### config.mk
export PLATFORM = sky130hd
export DESIGN_NAME = commit_controller
export DESIGN_NICKNAME = d
export VERILOG_FILES = /design/src/rtl/cpu_pkg.sv /design/src/rtl/commit_predictor_update.sv /design/src/rtl/commit_controller.sv
export SDC_FILE = /design/constraint.sdc
export NUM_CORES = 1
export LEC_CHECK = 0
export BUFFER_PORTS_ARGS = -buffer_cell sky130_fd_sc_hd__buf_2
export CELL_PAD_IN_SITES_DETAIL_PLACEMENT = 0
export CELL_PAD_IN_SITES_GLOBAL_PLACEMENT = 1
export CORE_ASPECT_RATIO = 1.75
export CORE_MARGIN = 3
export CORE_UTILIZATION = 36
export CTS_CLUSTER_DIAMETER = 100
export DETAILED_ROUTE_END_ITERATION = 6
export PLACE_DENSITY = 0.76
export REMOVE_ABC_BUFFERS = 1
export SYNTH_ARGS = -nofsm -noshare
export SYNTH_HDL_FRONTEND = slang
export SYNTH_SLANG_ARGS = --single-unit
### constraint.sdc
create_clock -name clk -period 8.8 [get_ports clk]
set_clock_uncertainty 0.05 [all_clocks]
set_input_delay 2.2 -clock clk [delete_from_list [all_inputs] [get_ports clk]]
set_output_delay 2.2 -clock clk [all_outputs]
set_load 0.01 [all_outputs]
### src/rtl/cpu_pkg.sv
// Shared definitions for the commit stage.
// Contents:
//   - bit positions inside the commitInfo and controlFlow bundles
//   - commit_state_t, the commit FSM state encoding
package cpu_pkg;

  // commitInfo = {regWrite, memWrite, jump, branch}
  localparam int REGWRITE = 3;
  localparam int MEMWRITE = 2;
  localparam int JUMP     = 1;
  localparam int BRANCH   = 0;

  // controlFlow = {isControl, nextState[1:0], writeBTB, takenBranch, reset}
  localparam int ISCONTROL    = 5;
  localparam int NEXTSTATE_HI = 4;
  localparam int NEXTSTATE_LO = 3;
  localparam int WRITEBTB     = 2;
  localparam int TAKEN        = 1;
  localparam int RESET        = 0;

  typedef enum logic [1:0] {
    ST_IDLE       = 2'd0,
    ST_STORE_WAIT = 2'd1,
    ST_FLUSH      = 2'd2
  } commit_state_t;

endpackage

### src/rtl/commit_predictor_update.sv
// Registered formatter for the branch predictor and BTB update ports.
// Ports:
//   clk, rst                    clock, async active-high reset
//   i_fire                      a control-flow instruction retires this cycle
//   i_branch, i_next_state,
//   i_write_btb, i_taken        predictor fields of the retiring entry
//   i_prev_index, i_old_pc,
//   i_target                    PHT index, instruction PC, resolved target
//   o_btb_*, o_pht_*            update ports, one cycle after i_fire
// o_btb_write and o_pht_update are single-cycle pulses; the data fields
// hold their last value between updates.
module commit_predictor_update #(
  parameter int WIDTH = 31,
  parameter int INDEX = 7
) (
  input  logic             clk,
  input  logic             rst,
  input  logic             i_fire,
  input  logic             i_branch,
  input  logic [1:0]       i_next_state,
  input  logic             i_write_btb,
  input  logic             i_taken,
  input  logic [INDEX:0]   i_prev_index,
  input  logic [WIDTH:0]   i_old_pc,
  input  logic [WIDTH:0]   i_target,
  output logic             o_btb_write,
  output logic [WIDTH:0]   o_btb_pc,
  output logic [WIDTH:0]   o_btb_target,
  output logic             o_pht_update,
  output logic [INDEX:0]   o_pht_index,
  output logic [1:0]       o_pht_state,
  output logic             o_pht_taken
);

  always_ff @(posedge clk or posedge rst) begin
    if (rst) begin
      o_btb_write  <= 1'b0;
      o_btb_pc     <= '0;
      o_btb_target <= '0;
      o_pht_update <= 1'b0;
      o_pht_index  <= '0;
      o_pht_state  <= 2'b00;
      o_pht_taken  <= 1'b0;
    end else begin
      o_btb_write  <= 1'b0;
      o_pht_update <= 1'b0;
      if (i_fire) begin
        o_pht_update <= i_branch;
        o_pht_index  <= i_prev_index;
        o_pht_state  <= i_next_state;
        o_pht_taken  <= i_taken;
        o_btb_write  <= i_write_btb;
        o_btb_pc     <= i_old_pc;
        o_btb_target <= i_target;
      end
    end
  end

endmodule

### src/rtl/commit_controller.sv
// Commit stage downstream of the reorder buffer. Retires one entry per
// cycle: register writeback, store issue, predictor/BTB update and
// misprediction recovery.
// Ports:
//   clk, globalReset             clock, async active-high reset
//   validCommit .. commitRob     flattened ROB commit bus
//   memAck                       data memory accepted the store
//   rf*                          architectural register file write port
//   mem*                         store request
//   btb*, pht*                   predictor updates
//   cpuReset, priorCommit,
//   reset_ptr, redirect*         flush / fetch redirect
//   commitStall                  ROB must hold the commit bus
//   dbgState                     current FSM state (commit_state_t)
// Store handshake: memReq is raised with memAddr/memData and all three
// stay stable until a cycle in which memReq=1 and memAck=1; the transfer
// happens on that edge and memReq drops the following cycle. memAck may
// already be high in the first memReq cycle.
module commit_controller
  import cpu_pkg::*;
#(
  parameter int WIDTH        = 31,
  parameter int CONTROL      = 5,
  parameter int INDEX        = 7,
  parameter int ROB          = 2,
  parameter int FLUSH_CYCLES = 2
) (
  input  logic             clk,
  input  logic             globalReset,
  input  logic             validCommit,
  input  logic [3:0]       commitInfo,
  input  logic [WIDTH:0]   destCommit,
  input  logic [WIDTH:0]   result,
  input  logic [WIDTH:0]   targetAddress,
  input  logic [WIDTH:0]   oldPC,
  input  logic [INDEX:0]   previousIndex,
  input  logic [CONTROL:0] controlFlow,
  input  logic [ROB:0]     commitRob,
  input  logic             memAck,
  output logic             rfWrite,
  output logic [4:0]       rfDest,
  output logic [WIDTH:0]   rfData,
  output logic [ROB:0]     rfRob,
  output logic             memReq,
  output logic [WIDTH:0]   memAddr,
  output logic [WIDTH:0]   memData,
  output logic             btbWrite,
  output logic [WIDTH:0]   btbPC,
  output logic [WIDTH:0]   btbTarget,
  output logic             phtUpdate,
  output logic [INDEX:0]   phtIndex,
  output logic [1:0]       phtState,
  output logic             phtTaken,
  output logic             cpuReset,
  output logic             priorCommit,
  output logic [ROB:0]     reset_ptr,
  output logic             redirect,
  output logic [WIDTH:0]   redirectPC,
  output logic             commitStall,
  output logic [1:0]       dbgState
);

  localparam int CNT_W = (FLUSH_CYCLES > 1) ? $clog2(FLUSH_CYCLES) : 1;
  localparam logic [CNT_W-1:0] FLUSH_LOAD = CNT_W'(FLUSH_CYCLES - 1);

  commit_state_t     r_state;
  logic [CNT_W-1:0]  r_flush_cnt;
  // Recovery info of a mispredicting store, replayed once the store is acked.
  logic              r_pend_reset;
  logic [ROB:0]      r_pend_rob;
  logic [WIDTH:0]    r_pend_target;

  logic              w_accept;
  logic              w_unused_jump;

  assign w_accept      = (r_state == ST_IDLE) && validCommit;
  assign w_unused_jump = commitInfo[JUMP];
  assign dbgState      = r_state;
  // Combinational so the ROB holds a store entry in the very cycle it is presented.
  assign commitStall   = (r_state != ST_IDLE) || (validCommit && commitInfo[MEMWRITE]);

  commit_predictor_update #(
    .WIDTH (WIDTH),
    .INDEX (INDEX)
  ) u_pred (
    .clk          (clk),
    .rst          (globalReset),
    .i_fire       (w_accept && controlFlow[ISCONTROL]),
    .i_branch     (commitInfo[BRANCH]),
    .i_next_state (controlFlow[NEXTSTATE_HI:NEXTSTATE_LO]),
    .i_write_btb  (controlFlow[WRITEBTB]),
    .i_taken      (controlFlow[TAKEN]),
    .i_prev_index (previousIndex),
    .i_old_pc     (oldPC),
    .i_target     (targetAddress),
    .o_btb_write  (btbWrite),
    .o_btb_pc     (btbPC),
    .o_btb_target (btbTarget),
    .o_pht_update (phtUpdate),
    .o_pht_index  (phtIndex),
    .o_pht_state  (phtState),
    .o_pht_taken  (phtTaken)
  );

  always_ff @(posedge clk or posedge globalReset) begin
    if (globalReset) begin
      r_state       <= ST_IDLE;
      r_flush_cnt   <= '0;
      r_pend_reset  <= 1'b0;
      r_pend_rob    <= '0;
      r_pend_target <= '0;
      rfWrite       <= 1'b0;
      rfDest        <= 5'd0;
      rfData        <= '0;
      rfRob         <= '0;
      memReq        <= 1'b0;
      memAddr       <= '0;
      memData       <= '0;
      cpuReset      <= 1'b0;
      priorCommit   <= 1'b0;
      reset_ptr     <= '0;
      redirect      <= 1'b0;
      redirectPC    <= '0;
    end else begin
      rfWrite     <= 1'b0;
      cpuReset    <= 1'b0;
      priorCommit <= 1'b0;
      redirect    <= 1'b0;
      case (r_state)
        ST_IDLE: begin
          if (validCommit) begin
            if (commitInfo[REGWRITE] && (destCommit[4:0] != 5'd0)) begin
              rfWrite <= 1'b1;
              rfDest  <= destCommit[4:0];
              rfData  <= result;
              rfRob   <= commitRob;
            end
            if (commitInfo[MEMWRITE]) begin
              // A store goes out first even if it mispredicted; recovery waits for the ack.
              memReq        <= 1'b1;
              memAddr       <= destCommit;
              memData       <= result;
              r_pend_reset  <= controlFlow[RESET];
              r_pend_rob    <= commitRob;
              r_pend_target <= targetAddress;
              r_state       <= ST_STORE_WAIT;
            end else if (controlFlow[RESET]) begin
              cpuReset    <= 1'b1;
              priorCommit <= 1'b1;
              reset_ptr   <= commitRob;
              redirect    <= 1'b1;
              redirectPC  <= targetAddress;
              r_flush_cnt <= FLUSH_LOAD;
              r_state     <= ST_FLUSH;
            end
          end
        end
        ST_STORE_WAIT: begin
          if (memAck) begin
            memReq <= 1'b0;
            if (r_pend_reset) begin
              cpuReset    <= 1'b1;
              priorCommit <= 1'b1;
              reset_ptr   <= r_pend_rob;
              redirect    <= 1'b1;
              redirectPC  <= r_pend_target;
              r_flush_cnt <= FLUSH_LOAD;
              r_state     <= ST_FLUSH;
            end else begin
              r_state <= ST_IDLE;
            end
          end
        end
        ST_FLUSH: begin
          if (r_flush_cnt == '0) begin
            r_state <= ST_IDLE;
          end else begin
            r_flush_cnt <= r_flush_cnt - 1'b1;
          end
        end
        default: r_state <= ST_IDLE;
      endcase
    end
  end

endmodule

Word-level counts from Yosys, hierarchy flattened
Cells that the tools add are included.
{"block": "totals", "ram_bits": 0, "reg_bits": 258, "latch_bits": 0, "n_memories": 0, "romBits": 0}
{"block": "op_classes", "shift": 0, "magnitude_cmp": 0, "bitwise_logic": 0, "eq_ne": 10, "n_div": 0, "muxes": 41, "addsub": 1, "multipliers": 0, "n_reduce_logical": 16}
{"operator": "$mux 32", "count": 5}
{"operator": "$pmux 32 s2", "count": 1}
{"operator": "$mux 1", "count": 19}
{"operator": "$mux 3", "count": 5}
{"operator": "$ne 2x2->1 const B", "count": 7}
{"operator": "$mux 2", "count": 6}
{"operator": "$reduce_and 6->1", "count": 2}
{"operator": "$reduce_and 4->1", "count": 2}
{"operator": "$pmux 2 s3", "count": 1}
{"operator": "$pmux 3 s2", "count": 1}
{"operator": "$reduce_and 3->1", "count": 2}
{"operator": "$reduce_bool 5->1", "count": 1}
{"operator": "$logic_and 1x1->1", "count": 4}
{"operator": "$pmux 1 s2", "count": 2}
{"operator": "$reduce_bool 2->1", "count": 2}
{"operator": "$ne 3x3->1 const B", "count": 1}
{"operator": "$pmux 1 s3", "count": 1}
{"operator": "$reduce_bool 3->1", "count": 1}
{"operator": "$eq 2x1->1 const B", "count": 1}
{"operator": "$eq 2x2->1 const B", "count": 1}
{"operator": "$logic_not 2->1", "count": 1}
{"operator": "$logic_or 1x1->1", "count": 1}
{"operator": "$sub 1x1->1 const B", "count": 1}

Longest topological paths before layout
{"block": "depth", "depth_word": 5, "ltp_mapped": 6, "depth_no_buf": 3}

Modules after synthesis
Synthesis repeated with hierarchy kept, for this count alone.
{"block": "hier_totals", "hier_cells": 607, "area_unflattened_um2": 10269.8}
{"module": "commit_controller", "cells_each": 443, "area_per_inst_um2": 7300.8, "seq_area_each_um2": 4529.3, "n_inst": 1}
{"module": "commit_predictor_update", "cells_each": 164, "area_per_inst_um2": 2969.1, "seq_area_each_um2": 1926.8, "n_inst": 1}

Least setup slack after synthesis
Ideal clock, no wire load.
{"block": "synth_path", "path_kind": "in2out", "start": "input validCommit", "end": "output commitStall", "t_required_ps": 6550, "t_arrival_ps": 2511, "stages": 1, "slack_ps": 4039, "cell_sequence": "a211o_1"}
{"block": "synth_between", "elab_chain_len": 2}
{"item": "from (decl)", "line_no": "commit_controller.sv:30", "rtl": "input logic validCommit,"}
{"item": "$logic_and 1x1->1", "line_no": "commit_controller.sv:80", "rtl": "assign commitStall = (r_state != ST_IDLE) || (validCommit && commitInfo[MEMWRITE]);"}
{"item": "$logic_or 1x1->1", "line_no": "commit_controller.sv:80"}
{"item": "to (decl)", "line_no": "commit_controller.sv:59", "rtl": "output logic commitStall,"}
No other way between the ends.

Worst setup path after layout
Ends and elaborated chain as after synthesis.

==> results.txt <==
status: finished clean
global route total overflow: 0
Hold Crit Class: reg -> reg
met3 Use GR: 0.0284
vias in the first global route: 6714
row count: 80
DRC Markers: 0
fmax: 0.200 GHz
GP Congestion: 0.751
CTS sink cnt: 258
Netlist Area Pre-Place: 10100 um^2
Die Wd: 133 um
Comb power frac: 0.365
largest family of logic cells by synthesized area: multiplexers
# IOs: 377
Reg2Reg Setup Slack: 5.81 ns
crit start category: input port
Final period util: 0.569
internal power: 3.39 mW
worst-skew pair later-pin latency: 0.52 ns
flip-flop and latch count after synthesis: 258
Clk pwr share: 0.221
clock tree buffer depth: 3
Flop pwr share: 0.415
Hold Vio Cnt, Final: 0
Worst Setup End Kind: output pin
hold-fix buffers at CTS: 0
Final nets: 1130
Rel. slew slack: 0.287
Setup violations, final: 0
antenna violations before repair: 0
Root Driver: clkbuf_16
WL final: 23900 um
TritonCTS buffer count: 24
GRT Resource Usage Total: 0.156
GR peak layer: met2
Die Span Y: 228 um
Routed Antenna Nets: 0
post_cts resized: 0
Net Sw Frac: 0.319
fin area: 13100 um^2
Setup Crit Path Kind: in -> out
Req. time, crit path: 6.55 ns
min Tclk post-route: 5.01 ns
Worst Path Max Fanout: 4
area of the core: 27500 um^2
DR iter-0 viols: 154
Syn Area/Cell: 16.7 um^2
Synth Area in Compound Gates: 0.0110
Max Slew Vio Count: 0
Placed Area: 12300 um^2
vias per cell: 4.62
Psw: 1.59 mW
PwrDens: 378 nW/um^2
peak supply drop: 206 uV
clock tree from TritonCTS: built
Port Buffers: 375
Worst-path clk slew: 0.06 ns
die area: 30300 um^2
first-pass GRT wire length: 37800 um
worst slew pin tran: 1.07 ns
Post-CTS Setup Inserts: 0
RSZ-0062 raised after global routing: false
sequential-to-total area share from yosys stat: 0.637
antenna cells: 0
Area growth syn-to-layout: 29.8%
grt met2 use: 0.297
Via Count: 6302
Distinct cells, synth: 26
yosys synthesis warning count: 0
HPWL Detailed: 17000 um
Post-Synth Adder-Cell Area: 0
htree depth: 1
GR Layer Usage met1: 0.168
hold_ws: 0.426 ns
Gate Count Post-Synth: 605
CP arrival: 2.76 ns
Wirelength per Cell: 17.6 um
TritonRoute pass-1 iters: 4
largest net degree at the start of global routing: 137
post-synthesis mux area share: 0.315
ratio of cells with drive above 1 in the final layout: 0.710
Initial Utilization: 0.368
Pleak: 6.20 nW
Max-cap violations: 0
XOR/XNOR share of the synthesized area: 0
fill count: 2447
simple-gate share of the synthesized area: 0.0115
## cells in the final DEF, fill, tap and decap left out, types with 2 or more instances in the layout
master        n
nand2b_1      2
and2_4        2
clkinv_2      2
and3_1        2
o21ai_0       2
mux2_2      278
dfrtp_1     258
inv_1         3
mux2_1        5
clkinvlp_4    3
clkinv_4      2
clkbuf_1      3
a21o_1        3
bufinv_16     3
clkbuf_16    25
clkbuf_8      5
buf_2       375
buf_4         4
## final cells by class
type	count	area, um^2	area share
inverters	4	22.5	0.00171
well taps	369	462	0.0351
clock inverters	10	140	0.0107
multi-input cells	309	3440	0.261
clock buffers	33	706	0.0537
flip-flops and latches	258	6460	0.491
repair buffers	380	1930	0.147
## sequential cells by signal, summed over array words and instances, names as in the netlist, 2 cells and up
signal,cells
memAddr,32
rfDest,5
redirectPC,32
u_pred.o_pht_state,2
u_pred.o_btb_target,32
u_pred.o_btb_pc,32
rfRob,3
memData,32
u_pred.o_pht_index,8
rfData,32
reset_ptr,3
r_pend_target,32
dbgState,2
r_pend_rob,3
## stage by stage
| stage | setup TNS, ns | setup WS (ns) | power [mW] | utilization | instances |
|---|---|---|---|---|---|
| after floorplan | -141.50 | -0.548 | 3.13 | - | 571 |
| after global placement | 0 | 3.79 | 3.89 | 0.447 | 1320 |
| after detailed placement | 0 | 3.79 | 3.95 | 0.447 | 1320 |
| after CTS | 0 | 3.79 | 5.07 | 0.478 | 1363 |
| after global routing | 0 | 3.76 | 5.28 | 0.478 | 1363 |
| final | 0 | 3.79 | 4.97 | 0.478 | 1363 |
## critical path, cell delays in order
cell,delay [ns]
buf_2,0.13
a211o_1,0.29
buf_2,0.14
## power groups by stage
stage	clock network (mW)	logic, mW	registers (mW)
detailed placement	0	1.86	2.09
finish	1.10	1.81	2.06
floorplan	0	0.797	2.33
global route	1.18	1.95	2.15
CTS	1.14	1.86	2.07
global placement	0	1.83	2.06
## cells in the mapped netlist, drive strengths merged
master,count,area (um^2)
a211o,1,8.76
nor2b,2,12.5
nand4bb,1,27.5
a21oi,1,5.00
nand2,1,3.75
inv,4,15.0
mux2,283,3190
nand2b,2,12.5
or4,1,7.51
buf,34,245
a21o,3,22.5
nor3b,1,18.8
o21ai,2,10.0
a211oi,1,7.51
a32o,1,10.0
nand3,1,5.00
and3,2,12.5
nor2,1,3.75
and2,2,12.5
a221oi,2,35.0
dfrtp,258,6460
o211ai,1,12.5
## cell families (layout without fill, tap and decap cells)
kind of cell / Yosys count / count (layout)
buf+inv: 38 / 427
compound gates: 12 / 12
mux: 283 / 283
simple gates: 14 / 14
flops: 258 / 258
## final timing paths
check	cells after the start	to	startpoint
worst max-delay path	3	commitStall	validCommit
min in group asynchronous	2	memAddr[11]$_DFFE_PP0P_	globalReset
worst min register to register	1	memReq$_DFFE_PP0P_	memReq$_DFFE_PP0P_
worst max register to register	4	memData[12]$_DFFE_PP0P_	dbgState[1]$_DFFE_PP0P_
worst min-delay path	1	memReq$_DFFE_PP0P_	memReq$_DFFE_PP0P_
max in group asynchronous	3	redirectPC[21]$_DFFE_PP0P_	globalReset
## per-layer routing
layer	wire length (um)	vias up
met2	13300	204
li1	-	2892
met1	8560	3165
met4	736	0
met5	0	-
met3	1330	41
(Power assumes the default switching activity.)
